File: src/rtl/pipe_pkg.sv
// Shared types and constants for the pipeline stall/flush sequencer.
package pipe_pkg;

    // Mult/div occupancy FSM states
    typedef enum logic {
        IDLE    = 1'b0,
        MD_BUSY = 1'b1
    } md_state_t;

    // Register $zero never creates a dependency
    localparam logic [4:0] REG_ZERO = 5'd0;

    // Default EX-stage latency of a mult/div instruction
    localparam int MD_LAT_DEFAULT = 4;

endpackage

File: src/rtl/pipe_stall_ctrl_if.sv
// Hazard inputs and per-stage pipeline controls between the datapath and
// the stall/flush sequencer. The slave side is the sequencer.
interface pipe_stall_ctrl_if;

    // hazard sources
    logic       id_ex_mem_read;
    logic [4:0] id_ex_rt;
    logic [4:0] if_id_rs;
    logic [4:0] if_id_rt;
    logic       if_id_uses_rt;
    logic       ex_branch_taken;
    logic       ex_md_start;
    logic       dmem_req;
    logic       dmem_ready;

    // pipeline register controls
    logic       pc_write;
    logic       if_id_write;
    logic       if_id_flush;
    logic       id_ex_write;
    logic       id_ex_bubble;
    logic       ex_mem_write;
    logic       ex_mem_bubble;
    logic       mem_wb_bubble;
    logic       md_busy;

    modport master (
        output id_ex_mem_read, id_ex_rt, if_id_rs, if_id_rt, if_id_uses_rt,
               ex_branch_taken, ex_md_start, dmem_req, dmem_ready,
        input  pc_write, if_id_write, if_id_flush, id_ex_write, id_ex_bubble,
               ex_mem_write, ex_mem_bubble, mem_wb_bubble, md_busy
    );

    modport slave (
        input  id_ex_mem_read, id_ex_rt, if_id_rs, if_id_rt, if_id_uses_rt,
               ex_branch_taken, ex_md_start, dmem_req, dmem_ready,
        output pc_write, if_id_write, if_id_flush, id_ex_write, id_ex_bubble,
               ex_mem_write, ex_mem_bubble, mem_wb_bubble, md_busy
    );

endinterface

File: src/rtl/hazard_detect.sv
// Combinational load-use detector: a load in EX whose destination is read
// by the instruction in ID.
module hazard_detect
    import pipe_pkg::*;
(
    input  logic       id_ex_mem_read,
    input  logic [4:0] id_ex_rt,
    input  logic [4:0] if_id_rs,
    input  logic [4:0] if_id_rt,
    input  logic       if_id_uses_rt,
    output logic       load_use
);

    assign load_use = id_ex_mem_read && (id_ex_rt != REG_ZERO) &&
                      ((id_ex_rt == if_id_rs) ||
                       (if_id_uses_rt && (id_ex_rt == if_id_rt)));

endmodule

File: src/rtl/pipe_stall_ctrl.sv
// Central stall/flush sequencer for the 5-stage core. Merges memory wait,
// mult/div occupancy, taken-branch flush and load-use into per-stage
// controls by strict priority. Optional macro STALL_PERF_EN adds stall and
// flush performance counters.
module pipe_stall_ctrl
    import pipe_pkg::*;
#(
    parameter int MD_LAT = MD_LAT_DEFAULT,
    parameter int CNT_W  = 4
) (
    input  logic               clk,
    input  logic               rst_n,
    pipe_stall_ctrl_if.slave   bus
`ifdef STALL_PERF_EN
    ,
    output logic [31:0]        perf_stall_cycles,
    output logic [31:0]        perf_flush_cnt
`endif
);

    // A single-cycle mult/div never needs to hold EX
    localparam bit             MD_MULTI = (MD_LAT > 1);
    localparam logic [CNT_W-1:0] MD_LOAD = MD_MULTI ? CNT_W'(MD_LAT - 2) : '0;

    md_state_t        state;
    logic [CNT_W-1:0] md_cnt;

    logic mem_stall;
    logic md_stall;
    logic load_use;

    logic pc_write;
    logic if_id_write;
    logic if_id_flush;
    logic id_ex_write;
    logic id_ex_bubble;
    logic ex_mem_write;
    logic ex_mem_bubble;
    logic mem_wb_bubble;

    hazard_detect u_hazard_detect (
        .id_ex_mem_read (bus.id_ex_mem_read),
        .id_ex_rt       (bus.id_ex_rt),
        .if_id_rs       (bus.if_id_rs),
        .if_id_rt       (bus.if_id_rt),
        .if_id_uses_rt  (bus.if_id_uses_rt),
        .load_use       (load_use)
    );

    assign mem_stall = bus.dmem_req && !bus.dmem_ready;
    // The first mult/div cycle stalls from IDLE; the last cycle (md_cnt==0)
    // is the release cycle where EX advances.
    assign md_stall  = ((state == IDLE) && bus.ex_md_start && MD_MULTI) ||
                       ((state == MD_BUSY) && (md_cnt != '0));

    // Priority resolution: only the highest active hazard drives the controls
    always_comb begin
        pc_write      = 1'b1;
        if_id_write   = 1'b1;
        if_id_flush   = 1'b0;
        id_ex_write   = 1'b1;
        id_ex_bubble  = 1'b0;
        ex_mem_write  = 1'b1;
        ex_mem_bubble = 1'b0;
        mem_wb_bubble = 1'b0;
        if (mem_stall) begin
            pc_write      = 1'b0;
            if_id_write   = 1'b0;
            id_ex_write   = 1'b0;
            ex_mem_write  = 1'b0;
            mem_wb_bubble = 1'b1;
        end else if (md_stall) begin
            pc_write      = 1'b0;
            if_id_write   = 1'b0;
            id_ex_write   = 1'b0;
            ex_mem_bubble = 1'b1;
        end else if (bus.ex_branch_taken) begin
            // A branch frozen behind a stall stays asserted, so its flush
            // lands in the first unfrozen cycle. It also squashes any
            // load-use victim sitting in ID.
            if_id_flush  = 1'b1;
            id_ex_bubble = 1'b1;
        end else if (load_use) begin
            pc_write     = 1'b0;
            if_id_write  = 1'b0;
            id_ex_bubble = 1'b1;
        end
    end

    // Mult/div occupancy FSM and countdown; the counter keeps running
    // through memory stalls so latency overlaps with the wait.
    always_ff @(posedge clk or negedge rst_n) begin
        if (!rst_n) begin
            state  <= IDLE;
            md_cnt <= '0;
        end else begin
            case (state)
                IDLE: begin
                    if (bus.ex_md_start && !mem_stall && MD_MULTI) begin
                        state  <= MD_BUSY;
                        md_cnt <= MD_LOAD;
                    end
                end
                MD_BUSY: begin
                    if (md_cnt != '0) begin
                        md_cnt <= md_cnt - CNT_W'(1);
                    end
                    if ((md_cnt == '0) && !mem_stall) begin
                        state <= IDLE;
                    end
                end
                default: begin
                    state  <= IDLE;
                    md_cnt <= '0;
                end
            endcase
        end
    end

    assign bus.pc_write      = pc_write;
    assign bus.if_id_write   = if_id_write;
    assign bus.if_id_flush   = if_id_flush;
    assign bus.id_ex_write   = id_ex_write;
    assign bus.id_ex_bubble  = id_ex_bubble;
    assign bus.ex_mem_write  = ex_mem_write;
    assign bus.ex_mem_bubble = ex_mem_bubble;
    assign bus.mem_wb_bubble = mem_wb_bubble;
    assign bus.md_busy       = (state == MD_BUSY);

`ifdef STALL_PERF_EN
    // Free-running performance counters, wrapping at 2^32
    always_ff @(posedge clk or negedge rst_n) begin
        if (!rst_n) begin
            perf_stall_cycles <= '0;
            perf_flush_cnt    <= '0;
        end else begin
            if (!pc_write) begin
                perf_stall_cycles <= perf_stall_cycles + 32'd1;
            end
            if (if_id_flush) begin
                perf_flush_cnt <= perf_flush_cnt + 32'd1;
            end
        end
    end
`endif

endmodule

File: src/flat_wrapper.sv
// flat-port wrapper written by rule: the top's interface ports become plain ports
module pipe_stall_ctrl_flat import pipe_pkg::*;
#(
    parameter int MD_LAT = MD_LAT_DEFAULT,
    parameter int CNT_W  = 4
)
  (clk, rst_n, bus_id_ex_mem_read, bus_id_ex_rt, bus_if_id_rs, bus_if_id_rt, bus_if_id_uses_rt, bus_ex_branch_taken, bus_ex_md_start, bus_dmem_req, bus_dmem_ready, bus_pc_write, bus_if_id_write, bus_if_id_flush, bus_id_ex_write, bus_id_ex_bubble, bus_ex_mem_write, bus_ex_mem_bubble, bus_mem_wb_bubble, bus_md_busy);
  pipe_stall_ctrl_if bus_i ();
  input  logic clk;
  input  logic rst_n;
  input wire logic [$bits(bus_i.id_ex_mem_read)-1:0] bus_id_ex_mem_read;
  input wire logic [$bits(bus_i.id_ex_rt)-1:0] bus_id_ex_rt;
  input wire logic [$bits(bus_i.if_id_rs)-1:0] bus_if_id_rs;
  input wire logic [$bits(bus_i.if_id_rt)-1:0] bus_if_id_rt;
  input wire logic [$bits(bus_i.if_id_uses_rt)-1:0] bus_if_id_uses_rt;
  input wire logic [$bits(bus_i.ex_branch_taken)-1:0] bus_ex_branch_taken;
  input wire logic [$bits(bus_i.ex_md_start)-1:0] bus_ex_md_start;
  input wire logic [$bits(bus_i.dmem_req)-1:0] bus_dmem_req;
  input wire logic [$bits(bus_i.dmem_ready)-1:0] bus_dmem_ready;
  output wire logic [$bits(bus_i.pc_write)-1:0] bus_pc_write;
  output wire logic [$bits(bus_i.if_id_write)-1:0] bus_if_id_write;
  output wire logic [$bits(bus_i.if_id_flush)-1:0] bus_if_id_flush;
  output wire logic [$bits(bus_i.id_ex_write)-1:0] bus_id_ex_write;
  output wire logic [$bits(bus_i.id_ex_bubble)-1:0] bus_id_ex_bubble;
  output wire logic [$bits(bus_i.ex_mem_write)-1:0] bus_ex_mem_write;
  output wire logic [$bits(bus_i.ex_mem_bubble)-1:0] bus_ex_mem_bubble;
  output wire logic [$bits(bus_i.mem_wb_bubble)-1:0] bus_mem_wb_bubble;
  output wire logic [$bits(bus_i.md_busy)-1:0] bus_md_busy;
  assign bus_i.id_ex_mem_read = bus_id_ex_mem_read;
  assign bus_i.id_ex_rt = bus_id_ex_rt;
  assign bus_i.if_id_rs = bus_if_id_rs;
  assign bus_i.if_id_rt = bus_if_id_rt;
  assign bus_i.if_id_uses_rt = bus_if_id_uses_rt;
  assign bus_i.ex_branch_taken = bus_ex_branch_taken;
  assign bus_i.ex_md_start = bus_ex_md_start;
  assign bus_i.dmem_req = bus_dmem_req;
  assign bus_i.dmem_ready = bus_dmem_ready;
  assign bus_pc_write = bus_i.pc_write;
  assign bus_if_id_write = bus_i.if_id_write;
  assign bus_if_id_flush = bus_i.if_id_flush;
  assign bus_id_ex_write = bus_i.id_ex_write;
  assign bus_id_ex_bubble = bus_i.id_ex_bubble;
  assign bus_ex_mem_write = bus_i.ex_mem_write;
  assign bus_ex_mem_bubble = bus_i.ex_mem_bubble;
  assign bus_mem_wb_bubble = bus_i.mem_wb_bubble;
  assign bus_md_busy = bus_i.md_busy;
  pipe_stall_ctrl #(.MD_LAT(MD_LAT), .CNT_W(CNT_W)) u_core (.clk(clk), .rst_n(rst_n), .bus(bus_i));
endmodule
File: config.mk
export PLATFORM = sky130hd
export DESIGN_NAME = pipe_stall_ctrl_flat
export DESIGN_NICKNAME = d
export VERILOG_FILES = /design/src/rtl/pipe_pkg.sv /design/src/rtl/pipe_stall_ctrl_if.sv /design/src/rtl/hazard_detect.sv /design/src/rtl/pipe_stall_ctrl.sv /design/src/flat_wrapper.sv
export SDC_FILE = /design/constraint.sdc
export NUM_CORES = 1
export LEC_CHECK = 0
export CAP_MARGIN = 25
export CORE_AREA = 3 3 46 48
export DETAILED_ROUTE_END_ITERATION = 6
export DIE_AREA = 0 0 49 51
export PLACE_DENSITY_LB_ADDON = 0.08
export SLEW_MARGIN = 20
export SYNTH_ARGS = -nofsm -noshare
export SYNTH_HDL_FRONTEND = slang
export SYNTH_SLANG_ARGS = --single-unit
export TNS_END_PERCENT = 50
File: constraint.sdc
create_clock -name clk -period 4.5 [get_ports clk]
set_input_delay 0.675 -clock clk [delete_from_list [all_inputs] [get_ports clk]]
set_output_delay 0.675 -clock clk [all_outputs]
set_load 0.01 [all_outputs]
# --- Word-level counts from Yosys, hierarchy flattened ---
# Cells that the tools add are included.
word_totals:
  elab_cells: 47
  out_inout_bits: 9
  mem_bits_ro: 0
  latchBits: 0
  regBits: 5
  n_memories: 0
  ram_bits: 0
op_classes:
  n_div: 0
  bitwise: 1
  reduce_logical: 16
  n_lt_le_gt_ge: 0
  eq_ne: 4
  multipliers: 0
  mux: 23
  shift: 0
  addsub: 1
op_table:
  columns: ["op", "count"]
  rows:
  - ["2-to-1 mux 1 bit", 19]
  - ["equality test 5 bit", 2]
  - ["logical AND 1 bit", 8]
  - ["2-to-1 mux 4 bit", 2]
  - ["case mux 4 bit (2 select lines)", 1]
  - ["nonzero test 5 bit", 1]
  - ["logical NOT 4 bit", 1]
  - ["inequality test 2 bit, second input constant", 2]
  - ["nonzero test 4 bit", 1]
  - ["subtractor 4 x 1 -> 4 bit, second input constant", 1]
  - ["logical NOT 1 bit", 2]
  - ["logical OR 1 bit", 2]
  - ["case mux 1 bit (2 select lines)", 1]
  - ["AND reduction 2 bit", 1]
  - ["NOT 1 bit", 1]

# --- Depth between registers and ports, before layout ---
# Gate-level depths: netlist of the first run.
logic_depth:
  word_depth: 8
  ltp_mapped: 6
  ltp_nobuf: 6

# --- Hierarchy ---
# Synthesis of the first run repeated with hierarchy kept, for this count alone.
unflattened:
  cells_unflattened: 58
  hier_area_um2: 483.0
modules_own_cells:
  columns: ["mod", "area_each_um2", "cells_each", "n_inst"]
  rows:
  - ["pipe_stall_ctrl", 350.3, 41, 1]
  - ["hazard_detect", 132.6, 17, 1]

# --- Worst setup path after synthesis of the first run ---
# No wires, ideal clock.
synth_path:
  kind: "reg-to-output"
  startpoint: "register u_core.md_cnt[0]"
  endpoint: "output bus_pc_write"
  required_ns: 3.825
  slack_ns: 2.122
  n_path_buf: 1
  arrival_time_ns: 1.703
  stages_incl_launch_ff: 7
  path_cell_list: "dfrtp_1 > inv_1 > ha_1 > or3b_4 > a211oi_4 > o31a_1 > buf_4"
synth_via:
  elab_chain_cells: 5
synth_lines:
  columns: ["item", "line", "text"]
  rows:
  - ["start, declared", "pipe_stall_ctrl.sv:26", "logic [CNT_W-1:0] md_cnt;"]
  - ["start signal, assigned", "pipe_stall_ctrl.sv:106", "md_cnt <= md_cnt - CNT_W'(1);"]
  - ["nonzero test 4 bit", "pipe_stall_ctrl.sv:54", "((state == MD_BUSY) && (md_cnt != '0));"]
  - ["logical AND 1 bit", "pipe_stall_ctrl.sv:54", null]
  - ["logical OR 1 bit", "pipe_stall_ctrl.sv:53", "assign md_stall = ((state == IDLE) && bus.ex_md_start && MD_MULTI) ||"]
  - ["2-to-1 mux 1 bit (2 in a row)", null, null]
  - ["end, declared", "flat_wrapper.sv:20", "output wire logic [$bits(bus_i.pc_write)-1:0] bus_pc_write;"]
# Every way passes these cells.

# --- Final worst setup path of the first run ---
layout_path:
  startpoint: "input bus_id_ex_rt[0]"
  endpoint: "output bus_pc_write"
layout_via:
  elab_chain_cells: 8
  word_cells_on_any_way: 11
  cone_classes: "2 x eq/ne; 4 x mux; 5 x reduce/logical"
layout_lines:
  columns: ["item", "line", "text"]
  rows:
  - ["start, declared", "flat_wrapper.sv:12", "input wire logic [$bits(bus_i.id_ex_rt)-1:0] bus_id_ex_rt;"]
  - ["equality test 5 bit", "hazard_detect.sv:16", "(if_id_uses_rt && (id_ex_rt == if_id_rt)));"]
  - ["logical AND 1 bit", "hazard_detect.sv:16", null]
  - ["logical OR 1 bit", "hazard_detect.sv:15", "((id_ex_rt == if_id_rs) ||"]
  - ["logical AND 1 bit *", "hazard_detect.sv:14", "assign load_use = id_ex_mem_read && (id_ex_rt != REG_ZERO) &&"]
  - ["2-to-1 mux 1 bit *", "pipe_stall_ctrl.sv:83", "end else if (load_use) begin"]
  - ["2-to-1 mux 1 bit *", "pipe_stall_ctrl.sv:77", "end else if (bus.ex_branch_taken) begin"]
  - ["2-to-1 mux 1 bit *", "pipe_stall_ctrl.sv:72", "end else if (md_stall) begin"]
  - ["2-to-1 mux 1 bit *", "pipe_stall_ctrl.sv:66", "if (mem_stall) begin"]
# Every way passes the cells marked *; elsewhere a longest branch is shown, timed or not.

==> run summary, run 1 <==
Setup repair after global routing left no endpoint under its margin. The number of buffers on the longest clock path came out at 2. The classification of the worst setup path is in -> out. The count of max-cap constraint violations is 0. The number of setup violations in the final report is 0.

The mean instance size in the synthesized netlist is between 8 and 9 sq um. Compared with the post-synthesis result, the final layout area differs by 76.6%. The number of clock buffers added by TritonCTS is 3. The final critical-path required period came out at 3.26 ns.

The largest family of logic cells by synthesized area is XOR/XNOR gates. The horizontal extent of the die is about 49 um. The die height came out at approximately 50 um. TritonCTS built the clock tree. STA classifies the critical path endpoint as an output port. The number of different library cells in the post-synthesis netlist is 25. The number of antenna-violating nets in the routed design is 0. The clock transition at the register clock pins on the worst setup and hold paths after CTS came out at approximately 0.040 ns. The Yosys step of the flow raised 0 warnings. The final estimated routing congestion in global placement is between 0.7 and 0.8. The starting DRC count in detailed routing came out at 4. The final count of pins violating max slew came out at 0. The xor and xnor fraction of the mapped netlist area came out at around 23%.

The number of gates resized after CTS is 0. The final cycle utilization of the critical path is 72.4%. For this design the ratio of total power to cell area is 459 nW/um^2. The die footprint is around 2500 sq um.

The transition at the pin with the smallest max-transition slack came out at around 0.53 ns. The worst ir drop on vdd is ~0.00025 V. The total nets after synthesis came out at between 70 and 80.

In this run the number of H-tree levels came out at 1. The detailed router placed slightly below 500 vias in this run. For this run, global-route usage on met2 was measured as 16.7%. In the final routed layout, each cell accounts on average for 10.3 um.

The number of hold-slack violations in the final timing report came out at 0. The initial antenna violation count was 0. The share of synthesized cell area in and, or, nand and nor gates is 20.4%. The number of antenna diodes in the final layout is 0. The library cell used most frequently in the layout, excluding fill and tap cells, is clkdlybuf4s50_1.

The cell row count is 15. The cell at the slowest stage of the critical path is or4_1. Once the floorplan was initialized, standard cells occupied a little over a quarter of the core. Of the post-synthesis cell area, the part taken by muxes is 2.15%. The largest clock skew in the final design is between 0.00015 and 0.0002 ns. The quantity of hold-fixing buffers added after cts is 0.

The sum of routed wire length over all layers came out at around 1.1 mm. The buffers inserted during post-CTS setup optimization is 0. The final setup slack of the worst path is 1.24 ns.

The delay of the slowest cell on the worst path is 0.56 ns. The fraction of layout cells with a size suffix above 1 is 6.98%. The post-synthesis sequential area ratio is 26.9%. The synthesized netlist devotes roughly 5.4% of its cell area to adder and majority cells. In this run the critical register-to-register path is launched from u_core.md_cnt[0]$_DFFE_PN0P_.

The global-route wire length before repair came out at ~2 mm. The met1 layer usage reported by global route is 10.9%. In this run the worst setup path begins at bus_id_ex_rt[0].

The estimated wirelength of the detail-placed design came out at 959 um. The fraction of the mapped netlist area in compound gates came out at 17.7%. The total overflow left after global routing is 0. Timing would allow up to approximately 300 MHz. Summed over all cells, the static leakage comes to ~0.32 nW.

The arrival time at the worst endpoint came out at around 2.6 ns. The setup slack after placement came out at approximately 1.2 ns. The worst setup path is launched from an input port.

The fraction of synthesized cell area taken by the top area cell type came out at between 20% and 30%. The number of synthesized register bits is 5. The synthesized design spends more area on one cell type than any other, namely dfrtp_1. The clock sink count is 5. The I/O pin count is 32. The most crowded layer after global routing is met2. The min-delay analysis places its worst path in the category reg -> reg. The flow ran to the end, and the final reports show no timing, DRC or antenna violations. The global routing usage on met3 came out at under 10%.

The DRC violation count after routing is 0. The highest net fanout along the worst path is 3. The cell area that synthesis handed to floorplanning was approximately 470 sq um. The critical path required time is between 3 and 4 ns. The number of search-and-repair iterations in the first detailed-routing pass is 4. The count of buffers added on input and output ports is 31.

The aggregate global-route resource usage is 10.2%. By instance count, the cell type seen most on the critical path is clkdlybuf4s50_1. Sorting the synthesized cells by area gives the leading types as dfrtp_1, xor2_1, ha_1.

Leaving out fill and tap cells, the most frequent cells in the layout are clkdlybuf4s50_1, xor2_1, dfrtp_1. The largest net degree at the start of global routing came out at 9. The ratio of routed vias to standard cells is around 4.4.

The area of the placeable core came out at around 1700 sq um. For this run, the post-layout net count is 112. In this run the most critical hold path is launched from u_core.md_cnt[0]$_DFFE_PN0P_. The number of global-route vias before repair was 480. Synthesis produced a netlist whose cell count is 53.

Walking the worst path, the cells encountered are clkdlybuf4s50_1 -> or4_1 -> o21ai_0 -> o31a_1 -> clkdlybuf4s50_1. In this run the tightest slew margin relative to its limit is 64.4%. Clock tree synthesis selected as its root buffer the cell clkbuf_4. Setup total negative slack on the finished layout was measured at 0 ns. The clock reaches the later pin of the worst-skew pair after 0.23 ns.
[critical path, delay by kind of cell]
kind | cells | cell delay (ns)
simple gates | 1 | 0.56
compound gates | 2 | 0.34
buf+inv | 2 | 1.00
[cells in the mapped netlist]
| cell | count |
|---|---|
| xor2_1 | 11 |
| dfrtp_1 | 5 |
| nor2_1 | 4 |
| o21ai_0 | 4 |
| inv_1 | 3 |
| a21oi_1 | 2 |
| ha_1 | 2 |
| nand2_1 | 2 |
| nand3_1 | 2 |
| nor2b_1 | 2 |
| nor3_1 | 2 |
| a211oi_4 | 1 |
| a32oi_1 | 1 |
| and2_4 | 1 |
| buf_4 | 1 |
| clkbuf_1 | 1 |
| mux2i_1 | 1 |
| nand2b_1 | 1 |
| nor4_1 | 1 |
| o211ai_1 | 1 |
| o21bai_1 | 1 |
| o31a_1 | 1 |
| or3b_4 | 1 |
| or4_1 | 1 |
| xnor2_1 | 1 |
[area by class of cell]
cell class                      instances  area [sq um]
Timing Repair Buffer                   31           310
Clock buffer                            4          26.3
Tap cell                               25          31.3
Fill cell                             177           923
Multi-Input combinational cell         43           318
Sequential cell                         5           125
Inverter                                3          11.3
[where the power goes]
group	total (mW)	internal (mW)	switching, mW
clock network	0.0486	0.0333	0.0153
logic	0.233	0.132	0.101
registers	0.0956	0.0701	0.0255
[worst paths after layout]
kind | slack [ns] | cells past startpoint | end
max in group asynchronous | 3.66 | 1 | u_core.md_cnt[2]$_DFFE_PN0P_
hold / removal | 0.51 | 1 | u_core.md_cnt[0]$_DFFE_PN0P_
min in group asynchronous | 0.66 | 1 | u_core.bus.md_busy$_DFF_PN0_
setup reg to reg | 2.99 | 6 | u_core.md_cnt[2]$_DFFE_PN0P_
setup / recovery | 1.24 | 5 | bus_pc_write
hold reg to reg | 0.51 | 1 | u_core.md_cnt[0]$_DFFE_PN0P_
[cells by family after synthesis]
kind of cell | Yosys count
adder cells (fa/ha/maj) | 2
AND/OR/NAND/NOR | 17
flip-flops | 5
XOR/XNOR | 12
multiplexers | 1
AO/OA/AOI/OAI | 11
buffers and inverters | 5
[flip-flops by register name, summed over array words and instances (netlist names)]
| name | count |
|---|---|
| u_core.bus.md_busy | 1 |
| u_core.md_cnt | 4 |
[per-layer routing]
| layer | share of wire (%) | vias to the layer above |
|---|---|---|
| met5 | 0 | - |
| met4 | 0 | 0 |
| met3 | 10 | 0 |
| met2 | 50 | 19 |
| met1 | 40 | 221 |
| li1 | - | 248 |
[stage by stage]
stage | util [%] | hold slack [ns] | total power [mW] | cell area (sq um) | std cells
2_1_floorplan | - | 0.379 | 0.230 | 465 | 53
3_3_place_gp | 45.6 | 0.512 | 0.330 | 796 | 107
3_5_place_dp | 45.6 | 0.507 | 0.332 | 796 | 107
4_1_cts | 47.1 | 0.517 | 0.384 | 822 | 111
5_1_grt | 47.1 | 0.572 | 0.414 | 822 | 111
6_report | 47.1 | 0.510 | 0.377 | 822 | 111
No activity file was read; power rests on OpenSTA's default activity.
==> inputs of run 2 (changes only) <==
==> constraint.sdc (replaced) <==
create_clock -name clk -period 2.9 [get_ports clk]
set_input_delay 0.435 -clock clk [delete_from_list [all_inputs] [get_ports clk]]
set_output_delay 0.435 -clock clk [all_outputs]
set_load 0.01 [all_outputs]
==> run 2 against run 1 <==
Effect of this change: core utilization is 1.4 points higher; global-route usage is 1.2 points higher; routed wire length is 9.6% higher; register-to-register slack worse by 1.6 ns; critical path type unchanged.
==> run summary, run 2 (synthesis gave the netlist of run 1 again) <==
The run finished with clean final reports. The relative slew slack is between 80% and 90%. The estimated wirelength of the detail-placed design came out at ~1.1 mm. The number of setup violations in the final report came out at 0. After floorplanning, the core was sized to cover 1750 sq um. The largest clock skew in the final design is approximately 0.0013 ns. The number of hold-slack violations in the final timing report is 0. The total global routing overflow is 0. For this design, the sink count on the clock tree is 5. In this run, the number of DRC markers left after iteration 0 of detailed routing was 1. The effective utilization at floorplan is about a quarter. For this design, the CTS-stage hold fixing added 0 buffers. The longest clock path from root to sink contains 2 buffers. More flip-flops sit in one register than any other, and that register is u_core.md_cnt. The ratio of routed vias to standard cells came out at around 4.4. The die height is 51 um. For this run, design rule violations remaining after detail routing come to 0. The post-route standard cell area excluding fillers came out at 846 sq um. The classification of the worst setup path is in -> out.

The later-pin clock latency in the skew report came out at about 0.24 ns. The floorplan step defined a die boundary enclosing about 2500 sq um. The final setup slack of the worst path is between 0.1 and 0.15 ns. In this run the worst path has a maximum fanout of 3. OpenSTA, run right after detailed placement, puts the worst setup slack at around 0.092 ns. The number of global-route vias before repair was ~520. The routed layout has 498 vias. The count of max-cap constraint violations is 0. The worst hold path belongs to the class in -> async.

The final estimated routing congestion in global placement is approximately 0.65. The number of clock buffers inserted by TritonCTS came out at 3. The sum of negative setup slack is 0 ns. CTS built an H-tree with a depth of 1. The top cell types in the final layout, fill and taps aside, are clkdlybuf4s50_1, xor2_1, dfrtp_1. The critical path startpoint category is an input port. The I/O pin count is 32. Hold timing on the final database bottoms out at a slack of between 0.4 and 0.5 ns.

Measured along the x axis, the die boundary spans 49 um. The growth of design area from synthesis to finish came out at 81.7%. Leaving out fill and tap cells, the most frequent cell in the layout is clkdlybuf4s50_1. The total power divided by cell area came out at slightly below 700 nW/um^2.

After layout, the worst path uses ~95% of the clock period. TritonCTS built the clock tree. The global-route wire length before repair is 2.19 mm. After layout, the minimum clock period comes to 2.76 ns. The final count of pins violating max slew is 0. The initial antenna violation count was 0. In the final layout, the share of cells above drive strength 1 is about a tenth.

In this run the core area contains 15 standard-cell rows. The largest net degree at the start of global routing came out at 9. Global routing used a little under an eighth of the available tracks across all layers.

The total number of nets in the final design came out at ~110. The post-place instance area is 811 sq um. After detailed routing, the total wire length is approximately 1.2 mm. The arrival time at the worst endpoint came out at 2.32 ns. The standby leakage power came out at around 0.35 nW. The worst ir drop on vdd is 0.000429 V. The pre-antenna-repair detailed-routing pass consisted of 2 iterations.

The clock transition at the register clock pins on the worst setup and hold paths after CTS is around 0.040 ns. The number of flip-flops under the largest register name is 4. The wire length per cell is roughly 11 um.

Data on the critical path is required at its endpoint by between 2 and 2.5 ns. The number of antenna-violating nets in the routed design came out at 0. The transition at the pin with the smallest max-transition slack came out at slightly below 0.3 ns. The number of buffer cells added on primary ports is 31.

The diode insertion count for antenna repair came out at 0. The peak clock frequency supported by timing came out at 363 MHz. The category of the worst setup path capture point is an output port. Setup repair after global routing could not meet its margin everywhere.

The tree is rooted in a clkbuf_4.
## run 2: cell count changes in the layout (fill, tap and decap cells not counted)
cell	change
buf_4	+2
clkdlybuf4s50_1	-1
dlymetal6s2s_1	+1
nor4_1	-1
nor4_2	+1
o21ai_0	-1
o21ai_1	+1
## run 2: what timing repair did
item / CTS / global route
resized for setup: 0 / 3
setup buffers: 0 / 0
setup endpoints to repair: 0 / 3
## run 2: final timing paths
| kind | start | to | slack (ns) | cells after the start |
|---|---|---|---|---|
| worst max register to register | u_core.md_cnt[0]$_DFFE_PN0P_ | u_core.md_cnt[2]$_DFFE_PN0P_ | 1.41 | 6 |
| worst min-delay path | rst_n | u_core.md_cnt[2]$_DFFE_PN0P_ | 0.42 | 1 |
| worst min register to register | u_core.md_cnt[0]$_DFFE_PN0P_ | u_core.md_cnt[0]$_DFFE_PN0P_ | 0.51 | 1 |
| worst max-delay path | bus_id_ex_rt[0] | bus_pc_write | 0.14 | 5 |
| max in group asynchronous | rst_n | u_core.bus.md_busy$_DFF_PN0_ | 2.30 | 1 |
| min in group clk | u_core.md_cnt[0]$_DFFE_PN0P_ | u_core.md_cnt[0]$_DFFE_PN0P_ | 0.51 | 1 |
## run 2: per-stage QoR
stage	util (%)	power (mW)	cells
final	48.5	0.589	113
after global routing	48.5	0.645	113
after CTS	48.0	0.599	113
after detailed placement	46.5	0.516	109
after global placement	46.5	0.511	109
after floorplan	-	0.357	53
## run 2: area by class of cell
class / instances / area [sq um]
flip-flops and latches: 5 / 125
well taps: 25 / 31.3
inverters: 3 / 11.3
fillers: 181 / 900
multi-input cells: 43 / 324
repair buffers: 33 / 328
clock buffers: 4 / 26.3
## run 2: report_power, final
part	switching [mW]	internal [mW]	total, mW
clock	0.0255	0.0518	0.0774
combinational	0.158	0.204	0.362
sequential	0.0408	0.109	0.150
## run 2: worst max-delay path, stage by stage
cell and delay, ns:
clkdlybuf4s50_1 0.47, or4_1 0.58, o21ai_1 0.15, o31a_1 0.15
clkdlybuf4s50_1 0.54
## run 2: layer usage
| layer | vias up | GRT usage, % | routed length (um) |
|---|---|---|---|
| met2 | 19 | 18.3 | 591 |
| met1 | 225 | 13.4 | 581 |
| met4 | 0 | 7.11 | 0 |
| li1 | 254 | - | - |
| met5 | - | 0 | 0 |
| met3 | 0 | 3.21 | 74 |
